`config.mk`:
```
export PLATFORM = sky130hd
export DESIGN_NAME = hw_pointer_wb_flat
export DESIGN_NICKNAME = d
export VERILOG_FILES = /design/src/rtl/hw_pointer_wb_pkg.sv /design/src/rtl/hw_pointer_wb_if.sv /design/src/rtl/hw_pointer_wb.sv /design/src/flat_wrapper.sv
export SDC_FILE = /design/constraint.sdc
export NUM_CORES = 1
export LEC_CHECK = 0
export ABC_AREA = 1
export CAP_MARGIN = 20
export CORE_MARGIN = 2
export CORE_UTILIZATION = 33
export CTS_BUF_LIST = sky130_fd_sc_hd__clkbuf_2 sky130_fd_sc_hd__clkbuf_4 sky130_fd_sc_hd__clkbuf_8
export CTS_CLUSTER_SIZE = 30
export DETAILED_ROUTE_END_ITERATION = 16
export DONT_BUFFER_PORTS = 1
export GPL_TIMING_DRIVEN = 0
export PLACE_DENSITY = 0.57
export SYNTH_ARGS = -nofsm -noshare
export SYNTH_HDL_FRONTEND = slang
export SYNTH_SLANG_ARGS = --single-unit
```
`constraint.sdc`:
```
create_clock -name trn_clk -period 1.61 [get_ports trn_clk]
set_clock_uncertainty 0.05 [all_clocks]
set_input_delay 0.322 -clock trn_clk [delete_from_list [all_inputs] [get_ports trn_clk]]
set_output_delay 0.322 -clock trn_clk [all_outputs]
set_load 0.05 [all_outputs]
```
`src/rtl/hw_pointer_wb_pkg.sv`:
```
// Shared types and helpers for the hardware-pointer writeback TLP source.
package hw_pointer_wb_pkg;

    localparam int unsigned DATA_W = 64;
    localparam int unsigned REM_W  = 8;
    localparam int unsigned PTR_W  = 64;
    localparam int unsigned ADDR_W = 64;
    localparam int unsigned ID_W   = 16;

    localparam logic [6:0] MEM_WR32_FMT_TYPE = 7'h40;
    localparam logic [6:0] MEM_WR64_FMT_TYPE = 7'h60;

    typedef enum logic [2:0] {
        ST_IDLE  = 3'd0,
        ST_ARB   = 3'd1,
        ST_BEAT0 = 3'd2,
        ST_BEAT1 = 3'd3,
        ST_BEAT2 = 3'd4,
        ST_HOLD  = 3'd5
    } state_t;

    // First header DW of a memory-write request
    typedef struct packed {
        logic       rsvd0;
        logic [6:0] fmt_type;
        logic       rsvd1;
        logic [2:0] tc;
        logic [3:0] rsvd2;
        logic       td;
        logic       ep;
        logic [1:0] attr;
        logic [1:0] rsvd3;
        logic [9:0] length;
    } tlp_dw0_t;

    function automatic tlp_dw0_t mwr_dw0(input logic is32);
        tlp_dw0_t h;
        h          = '0;
        h.fmt_type = is32 ? MEM_WR32_FMT_TYPE : MEM_WR64_FMT_TYPE;
        h.length   = 10'd2;
        return h;
    endfunction

    function automatic logic [31:0] bswap32(input logic [31:0] d);
        return {d[7:0], d[15:8], d[23:16], d[31:24]};
    endfunction

endpackage

```
`src/rtl/hw_pointer_wb_if.sv`:
```
// TRN transmit bus between a TLP source (master) and the PCIe core (slave).
interface hw_pointer_wb_if;
    import hw_pointer_wb_pkg::*;

    logic [DATA_W-1:0] trn_td;
    logic [REM_W-1:0]  trn_trem_n;
    logic              trn_tsof_n;
    logic              trn_teof_n;
    logic              trn_tsrc_rdy_n;
    logic              trn_tdst_rdy_n;

    modport master (
        output trn_td, trn_trem_n, trn_tsof_n, trn_teof_n, trn_tsrc_rdy_n,
        input  trn_tdst_rdy_n
    );

    modport slave (
        input  trn_td, trn_trem_n, trn_tsof_n, trn_teof_n, trn_tsrc_rdy_n,
        output trn_tdst_rdy_n
    );
endinterface

```
`src/rtl/hw_pointer_wb.sv`:
```
// Writes the hardware ring pointer into a host mailbox with a posted MWr TLP.
// Optional HW_POINTER_WB_MWR32_EN: use 3DW MWr32 when the mailbox is below 4 GB.
module hw_pointer_wb
    import hw_pointer_wb_pkg::*;
#(
    parameter int unsigned HOLDOFF_CYCLES = 64,
    parameter logic [7:0]  TAG            = 8'h00
) (
    input  logic               trn_clk,
    input  logic               reset_n,
    hw_pointer_wb_if.master    tx,
    input  logic [ID_W-1:0]    cfg_completer_id,
    input  logic               my_turn,
    output logic               driven,
    input  logic               wb_enable,
    input  logic [ADDR_W-1:0]  host_wb_addr,
    input  logic [PTR_W-1:0]   hw_pointer,
    input  logic               wb_req,
    output logic               wb_done
);

    localparam int unsigned CNT_W = (HOLDOFF_CYCLES > 1) ? $clog2(HOLDOFF_CYCLES) : 1;

    state_t              state_q, state_d;
    logic                pending_q, pending_d;
    logic [PTR_W-1:0]    last_ptr_q, last_ptr_d;
    logic [PTR_W-1:0]    ptr_snap_q, ptr_snap_d;
    logic [ADDR_W-1:2]   addr_snap_q, addr_snap_d;
    logic                use32_q, use32_d;
    logic [CNT_W-1:0]    cnt_q, cnt_d;
    logic [DATA_W-1:0]   td_q, td_d;
    logic [REM_W-1:0]    rem_n_q, rem_n_d;
    logic                sof_n_q, sof_n_d;
    logic                eof_n_q, eof_n_d;
    logic                src_rdy_n_q, src_rdy_n_d;
    logic                driven_d, wb_done_d;

    logic                xfer_c, snap_c, use32_c;
    logic [DATA_W-1:0]   beat0_c, beat1_c, beat2_c;
    logic                unused_addr_lsb_c;

    // Address LSBs are always sent as zero
    assign unused_addr_lsb_c = ^host_wb_addr[1:0];

`ifdef HW_POINTER_WB_MWR32_EN
    assign use32_c = (host_wb_addr[ADDR_W-1:32] == 32'h0);
`else
    assign use32_c = 1'b0;
`endif

    assign xfer_c  = !src_rdy_n_q && !tx.trn_tdst_rdy_n;
    assign beat0_c = {mwr_dw0(use32_c), cfg_completer_id, TAG, 4'hF, 4'hF};
    assign beat1_c = use32_q ? {addr_snap_q[31:2], 2'b00, bswap32(ptr_snap_q[31:0])}
                             : {addr_snap_q[63:32], addr_snap_q[31:2], 2'b00};
    assign beat2_c = use32_q ? {bswap32(ptr_snap_q[63:32]), 32'h0}
                             : {bswap32(ptr_snap_q[31:0]), bswap32(ptr_snap_q[63:32])};

    assign tx.trn_td         = td_q;
    assign tx.trn_trem_n     = rem_n_q;
    assign tx.trn_tsof_n     = sof_n_q;
    assign tx.trn_teof_n     = eof_n_q;
    assign tx.trn_tsrc_rdy_n = src_rdy_n_q;

    // Next-state and registered-output logic
    always_comb begin
        state_d     = state_q;
        pending_d   = pending_q;
        last_ptr_d  = last_ptr_q;
        ptr_snap_d  = ptr_snap_q;
        addr_snap_d = addr_snap_q;
        use32_d     = use32_q;
        cnt_d       = cnt_q;
        td_d        = td_q;
        rem_n_d     = rem_n_q;
        sof_n_d     = sof_n_q;
        eof_n_d     = eof_n_q;
        src_rdy_n_d = src_rdy_n_q;
        driven_d    = driven;
        wb_done_d   = 1'b0;
        snap_c      = 1'b0;

        case (state_q)
            ST_IDLE: begin
                if (pending_q && wb_enable) state_d = ST_ARB;
            end
            ST_ARB: begin
                if (my_turn) begin
                    snap_c      = 1'b1;
                    ptr_snap_d  = hw_pointer;
                    addr_snap_d = host_wb_addr[ADDR_W-1:2];
                    last_ptr_d  = hw_pointer;
                    use32_d     = use32_c;
                    td_d        = beat0_c;
                    rem_n_d     = 8'h00;
                    sof_n_d     = 1'b0;
                    src_rdy_n_d = 1'b0;
                    driven_d    = 1'b1;
                    state_d     = ST_BEAT0;
                end else if (!wb_enable) begin
                    state_d = ST_IDLE;
                end
            end
            ST_BEAT0: begin
                if (xfer_c) begin
                    td_d    = beat1_c;
                    sof_n_d = 1'b1;
                    state_d = ST_BEAT1;
                end
            end
            ST_BEAT1: begin
                if (xfer_c) begin
                    td_d    = beat2_c;
                    eof_n_d = 1'b0;
                    rem_n_d = use32_q ? 8'h0F : 8'h00;
                    state_d = ST_BEAT2;
                end
            end
            ST_BEAT2: begin
                if (xfer_c) begin
                    td_d        = '0;
                    rem_n_d     = 8'hFF;
                    eof_n_d     = 1'b1;
                    src_rdy_n_d = 1'b1;
                    driven_d    = 1'b0;
                    wb_done_d   = 1'b1;
                    cnt_d       = CNT_W'(HOLDOFF_CYCLES - 1);
                    state_d     = (HOLDOFF_CYCLES > 0) ? ST_HOLD : ST_IDLE;
                end
            end
            ST_HOLD: begin
                if (cnt_q == '0) state_d = ST_IDLE;
                else             cnt_d   = cnt_q - CNT_W'(1);
            end
            default: state_d = ST_IDLE;
        endcase

        // A request arriving on the snapshot cycle is kept for the next TLP
        if (snap_c) pending_d = wb_req;
        else        pending_d = pending_q | wb_req | (wb_enable && (hw_pointer != last_ptr_q));
    end

    always_ff @(posedge trn_clk or negedge reset_n) begin
        if (!reset_n) begin
            state_q     <= ST_IDLE;
            pending_q   <= 1'b0;
            last_ptr_q  <= '0;
            ptr_snap_q  <= '0;
            addr_snap_q <= '0;
            use32_q     <= 1'b0;
            cnt_q       <= '0;
            td_q        <= '0;
            rem_n_q     <= 8'hFF;
            sof_n_q     <= 1'b1;
            eof_n_q     <= 1'b1;
            src_rdy_n_q <= 1'b1;
            driven      <= 1'b0;
            wb_done     <= 1'b0;
        end else begin
            state_q     <= state_d;
            pending_q   <= pending_d;
            last_ptr_q  <= last_ptr_d;
            ptr_snap_q  <= ptr_snap_d;
            addr_snap_q <= addr_snap_d;
            use32_q     <= use32_d;
            cnt_q       <= cnt_d;
            td_q        <= td_d;
            rem_n_q     <= rem_n_d;
            sof_n_q     <= sof_n_d;
            eof_n_q     <= eof_n_d;
            src_rdy_n_q <= src_rdy_n_d;
            driven      <= driven_d;
            wb_done     <= wb_done_d;
        end
    end

endmodule

```
`src/flat_wrapper.sv`:
```
// flat-port wrapper written by rule: the top's interface ports become plain ports
module hw_pointer_wb_flat import hw_pointer_wb_pkg::*;
#(
    parameter int unsigned HOLDOFF_CYCLES = 64,
    parameter logic [7:0]  TAG            = 8'h00
)
  (trn_clk, reset_n, cfg_completer_id, my_turn, driven, wb_enable, host_wb_addr, hw_pointer, wb_req, wb_done, tx_trn_td, tx_trn_trem_n, tx_trn_tsof_n, tx_trn_teof_n, tx_trn_tsrc_rdy_n, tx_trn_tdst_rdy_n);
  hw_pointer_wb_if tx_i ();
  input  logic trn_clk;
  input  logic reset_n;
  input  logic [ID_W-1:0] cfg_completer_id;
  input  logic my_turn;
  output logic driven;
  input  logic wb_enable;
  input  logic [ADDR_W-1:0] host_wb_addr;
  input  logic [PTR_W-1:0] hw_pointer;
  input  logic wb_req;
  output logic wb_done;
  output wire logic [$bits(tx_i.trn_td)-1:0] tx_trn_td;
  output wire logic [$bits(tx_i.trn_trem_n)-1:0] tx_trn_trem_n;
  output wire logic [$bits(tx_i.trn_tsof_n)-1:0] tx_trn_tsof_n;
  output wire logic [$bits(tx_i.trn_teof_n)-1:0] tx_trn_teof_n;
  output wire logic [$bits(tx_i.trn_tsrc_rdy_n)-1:0] tx_trn_tsrc_rdy_n;
  input wire logic [$bits(tx_i.trn_tdst_rdy_n)-1:0] tx_trn_tdst_rdy_n;
  assign tx_trn_td = tx_i.trn_td;
  assign tx_trn_trem_n = tx_i.trn_trem_n;
  assign tx_trn_tsof_n = tx_i.trn_tsof_n;
  assign tx_trn_teof_n = tx_i.trn_teof_n;
  assign tx_trn_tsrc_rdy_n = tx_i.trn_tsrc_rdy_n;
  assign tx_i.trn_tdst_rdy_n = tx_trn_tdst_rdy_n;
  hw_pointer_wb #(.HOLDOFF_CYCLES(HOLDOFF_CYCLES), .TAG(TAG)) u_core (.trn_clk(trn_clk), .reset_n(reset_n), .tx(tx_i), .cfg_completer_id(cfg_completer_id), .my_turn(my_turn), .driven(driven), .wb_enable(wb_enable), .host_wb_addr(host_wb_addr), .hw_pointer(hw_pointer), .wb_req(wb_req), .wb_done(wb_done));
endmodule
```
Yosys cells after proc, flatten, opt, wreduce, memory -nomap -nowiden
Index checks and enable logic that the tools add are counted.
{"block": "word_totals", "reg_bits": 213, "input_bits": 150, "out_inout_bits": 77}
{"block": "classes", "n_addsub": 1, "muxes": 33, "eq_ne": 14, "bitwise_logic": 2, "n_reduce_logical": 21}
{"cell": "$mux 64", "count": 4}
{"cell": "$pmux 64 s4", "count": 1}
{"cell": "$ne 64x64->1", "count": 1}
{"cell": "$mux 8", "count": 3}
{"cell": "$pmux 8 s3", "count": 1}
{"cell": "$mux 3", "count": 7}
{"cell": "$pmux 3 s6", "count": 1}
{"cell": "$mux 6", "count": 2}
{"cell": "$pmux 6 s2", "count": 1}
{"cell": "$reduce_and 3->1", "count": 4}
{"cell": "$ne 2x1->1 const B", "count": 5}
{"cell": "$mux 1", "count": 9}
{"cell": "$pmux 1 s2", "count": 4}
{"cell": "$reduce_bool 2->1", "count": 4}
{"cell": "$eq 3x2->1 const B", "count": 2}
{"cell": "$eq 3x3->1 const B", "count": 2}
{"cell": "$logic_not 6->1", "count": 1}
{"cell": "$reduce_and 6->1", "count": 1}
{"cell": "$sub 6x1->6 const B", "count": 1}
{"cell": "$reduce_and 5->1", "count": 1}
{"cell": "$ne 2x2->1 const B", "count": 2}
{"cell": "$reduce_and 4->1", "count": 1}
{"cell": "$reduce_bool 4->1", "count": 1}
{"cell": "$eq 3x1->1 const B", "count": 1}
{"cell": "7 further kinds", "count": 11}

Longest topological paths before layout
{"block": "logic_depth", "ltp_word": 4, "depth_mapped": 13}

Worst setup path before layout
OpenSTA, ideal clock, no wires.
{"block": "synth_path", "kind": "register -> register", "from": "reg u_core.state_q[2]", "to": "reg u_core.td_q[41], in the netlist u_core.tx.trn_td[41]", "path_stages_with_launch": 10, "synth_period_minus_slack_ns": 1.805, "slack_ns": -0.195, "required_time_ns": 1.430, "setup_ns": 0.130, "arrival_time_ns": 1.625, "cell_sequence": "dfrtp_1 > nor3_4 > buf_4 > inv_4 > a31oi_4 > nand2_2 > buf_6 > buf_6 > nand2_1 > o21ai_1"}
{"block": "synth_via", "elab_chain_cells": 3}
{"item": "start: declaration", "line": "hw_pointer_wb.sv:24", "source": "state_t state_q, state_d;"}
{"item": "start signal: assignment", "line": "hw_pointer_wb.sv:159", "source": "state_q <= state_d;"}
{"item": "$eq 3x1->1, or another cell as far along", "line": "hw_pointer_wb.sv:82", "source": "case (state_q)"}
{"item": "$reduce_bool 4->1 (no source line), or another cell as far along"}
{"item": "$reduce_and 5->1 (no source line)"}
{"item": "end signal: assignment", "line": "hw_pointer_wb.sv:166", "source": "td_q <= td_d;"}
{"item": "end: declaration", "line": "hw_pointer_wb.sv:31", "source": "logic [DATA_W-1:0] td_q, td_d;"}
Parallel ways exist; a longest one is shown, timed or not.
A chain may end at the register's enable or synchronous reset.

Final worst setup path
{"block": "layout_path", "from": "reg u_core.state_q[0]", "to": "reg u_core.td_q[13], in the netlist u_core.tx.trn_td[13]"}
Same word-level chain as after synthesis.

==> summary.md <==
| Metric | Value |
|---|---|
| CP Class | reg2reg |
| Post-synthesis sequential area ratio | 0.527 |
| Sum of net half-perimeters after detailed placement | 21.9 mm |
| Layout Nets | 1688 |
| Pre-antenna DRT Iters | 5 |
| Crit share post-route | 1.23 |
| GRT Resource Usage Total | 0.227 |
| CTS tree | done |
| Max-cap violation count | 0 |
| Crit-path leading delay family | simple AND/OR/NAND/NOR gates |
| Worst vdd ir | 1.02 mV |
| Met3 usage | 0.0596 |
| Critical path's slowest cell | dfrtp_2 |
| Share of cells above drive strength 1 | 0.370 |
| Worst Hold Slack | -0.556 ns |
| Pin count of the biggest net entering global routing | 207 |
| CP max stage delay | 0.48 ns |
| Die H | 176 um |
| Final ANT Viol Nets | 0 |
| Overall power | 37.1 mW |
| Post-Syn Area | 9790 um^2 |
| Reg2reg setup slack | -0.38 ns |
| Crit end category | flop |
| WL/cell | 19.6 um |
| Clock-pin slew on the worst setup and hold paths | 0.06 ns |
| Non-filler cells, final | 1956 |
| # IOs | 227 |
| Final hold viol count | 206 |
| Worst-Skew Late Latency | 0.54 ns |
| Vias in the first global route | 9467 |
| Layout fillers | 2534 |
| Initial antenna violation count | 1 |
| Post-route worst setup slack | -0.376 ns |
| Worst setup SP type | flop |
| Clock sink total | 206 |
| RSZ-0062 raised after global routing | true |
| Minimum clock period | 1.99 ns |
| Site row count | 63 |
| Buf+Inv Stages, Crit Path | 3 |
| Post-synthesis to final-layout area growth | 63.1% |
| Commonest non-fill, non-tap cell in the layout | nand2_1 |
| CP max FO | 7 |
| CP cell instances | nor2_4 -> nand2_4 -> nand2_4 -> inv_4 -> a31oi_4 -> nand2_8 -> buf_12 -> clkbuf_16 -> nand2_2 -> o21ai_1 |
| Syn nets | 1423 |
| Mapped Cells | 1271 |
| CTS Hold Bufs | 145 |
| Top Usage Layer GRT | met2 |
| CTS buffer count | 40 |
| WP data required | 1.96 ns |
| Die width | 176 um |
| Die Area | 31000 um^2 |
| Highest Clock Rate | 0.503 GHz |
| Grt total ovfl | 0 |
| CP arrival | 2.34 ns |
| Most frequent cells in the layout | 283 x nand2_1, 179 x dfrtp_1, 145 x dlygate4sd3_1, 143 x inv_1, 106 x nand2_4 |
| H-tree levels | 2 |
| Clock buffer depth | 3 |
| Placed insts | 1661 |
| Setup TNS | -50.02 ns |
| Status | finished, violations left |
| Final design utilization | 0.543 |
| Syn avg cell area | 7.70 um^2 |
| Leakage | 8.00 nW |
| FF+latch count, synth | 206 |
| Worst min path class | in2async |
| DRT Wirelength | 38.3 mm |
| Power Density | 2330 nW/um^2 |
| Headroom to the max-slew limit | 0.616 |
| Total via count in the routed design | 9609 |
| First-pass GRT wire length | 54.0 mm |
| DRT iter0 DRCs | 530 |
| Slew @ Worst Pin | 0.575 ns |
| Port bufs | 0 |
| Final setup violation count | 207 |
| Met1 Usage GRT | 0.291 |
| GR Util met2 | 0.376 |
| Post-synthesis cell type count | 34 |
| Failing checks | negative hold slack, negative setup slack |
| Slew Limit Fails | 0 |
| Root buf cell | clkbuf_8 |
| Vias per cell | 4.91 |
| Gpl congestion | 0.809 |
| Yosys warning total | 0 |
| Core area | 29400 um^2 |
| DRC Markers | 0 |
| Most used cell, CP | nand2_4 |
| Initial core utilization | 0.333 |
stage by stage:
step / area (um^2) / setup slack, ns
2_1_floorplan: 9810 / -0.123
3_3_place_gp: 10300 / -0.835
3_5_place_dp: 10300 / -0.853
4_1_cts: 14100 / -0.302
5_1_grt: 16000 / -0.425
6_report: 16000 / -0.376
routing by layer:
layer | part of all wire | vias to the layer above
met4 | 0.030 | 0
met1 | 0.42 | 4680
met3 | 0.067 | 76
li1 | - | 4512
met5 | 0 | -
met2 | 0.49 | 341
repair_timing:
item / CTS / global route
endpoints found under the hold margin: 352 / 206
gates cloned: 14 / 15
gates resized for setup: 281 / 485
setup buffers: 41 / 18
setup endpoints to repair: 223 / 225
pin swaps: 8 / 54
state kept, by name, indices dropped and copies added, names as in the netlist:
name	count
u_core.pending_q	1
u_core.driven	1
u_core.last_ptr_q	64
u_core.tx.trn_teof_n	1
u_core.wb_done	1
u_core.tx.trn_tsof_n	1
u_core.cnt_q	6
u_core.tx.trn_trem_n	1
u_core.state_q	3
u_core.addr_snap_q	62
u_core.tx.trn_td	64
u_core.tx.trn_tsrc_rdy_n	1
Yosys cell counts (all sizes together):
cell,number,area [um^2]
nand2,489,1850
dfrtp,202,5050
inv,152,573
o21ai,145,729
nor2,106,424
a21oi,45,225
buf,34,238
clkbuf,28,105
o22ai,18,113
nand3,12,60.1
xor2,10,87.6
a31oi,8,65.1
a221oi,7,61.3
dfstp,4,105
ha,2,25.0
nor3,2,21.3
o211ai,2,15.0
mux2i,1,10.0
nand4,1,6.26
o21a,1,7.51
o21bai,1,7.51
or2,1,6.26
path summary, 6_finish.rpt:
kind,endpoint,startpoint,depth (start not counted)
setup / recovery,u_core.tx.trn_td[13]$_DFFE_PN0P_,u_core.state_q[0]$_DFFE_PN0P_,10
hold / removal,u_core.addr_snap_q[38]$_DFFE_PN0P_,reset_n,0
setup reg to reg,u_core.tx.trn_td[13]$_DFFE_PN0P_,u_core.state_q[0]$_DFFE_PN0P_,10
hold reg to reg,u_core.addr_snap_q[9]$_DFFE_PN0P_,u_core.addr_snap_q[9]$_DFFE_PN0P_,2
max in group asynchronous,u_core.state_q[0]$_DFFE_PN0P_,reset_n,0
min in group trn_clk,u_core.state_q[0]$_DFFE_PN0P_,wb_enable,4
cell families after synthesis:
group	count (synthesis)	synth area share
multiplexers	1	0.00102
AO/OA/AOI/OAI	227	0.125
AND/OR/NAND/NOR	611	0.242
XOR/XNOR	10	0.00895
buffers and inverters	214	0.0936
flip-flops	206	0.527
adder cells (fa/ha/maj)	2	0.00256
power by group:
part	leakage (nW)	total, mW	internal (mW)	switching (mW)
combinational	5.02	20.2	9.14	11.1
sequential	2.52	11.2	7.55	3.62
clock	0.459	5.74	3.40	2.35
total	8.00	37.1	20.1	17.0
final cells by class:
type / instances / area [um^2] / share of cell area
clock buffer: 66 / 827 / 0.0518
antenna: 1 / 2.50 / 0.000157
multi-input combinational: 852 / 5290 / 0.332
timing repair buffer: 226 / 2660 / 0.166
buffer: 58 / 828 / 0.0519
tap: 390 / 488 / 0.0306
inverter: 152 / 614 / 0.0385
clock inverter: 5 / 57.6 / 0.00361
sequential: 206 / 5200 / 0.326
Power figures use the tool's default switching activity.
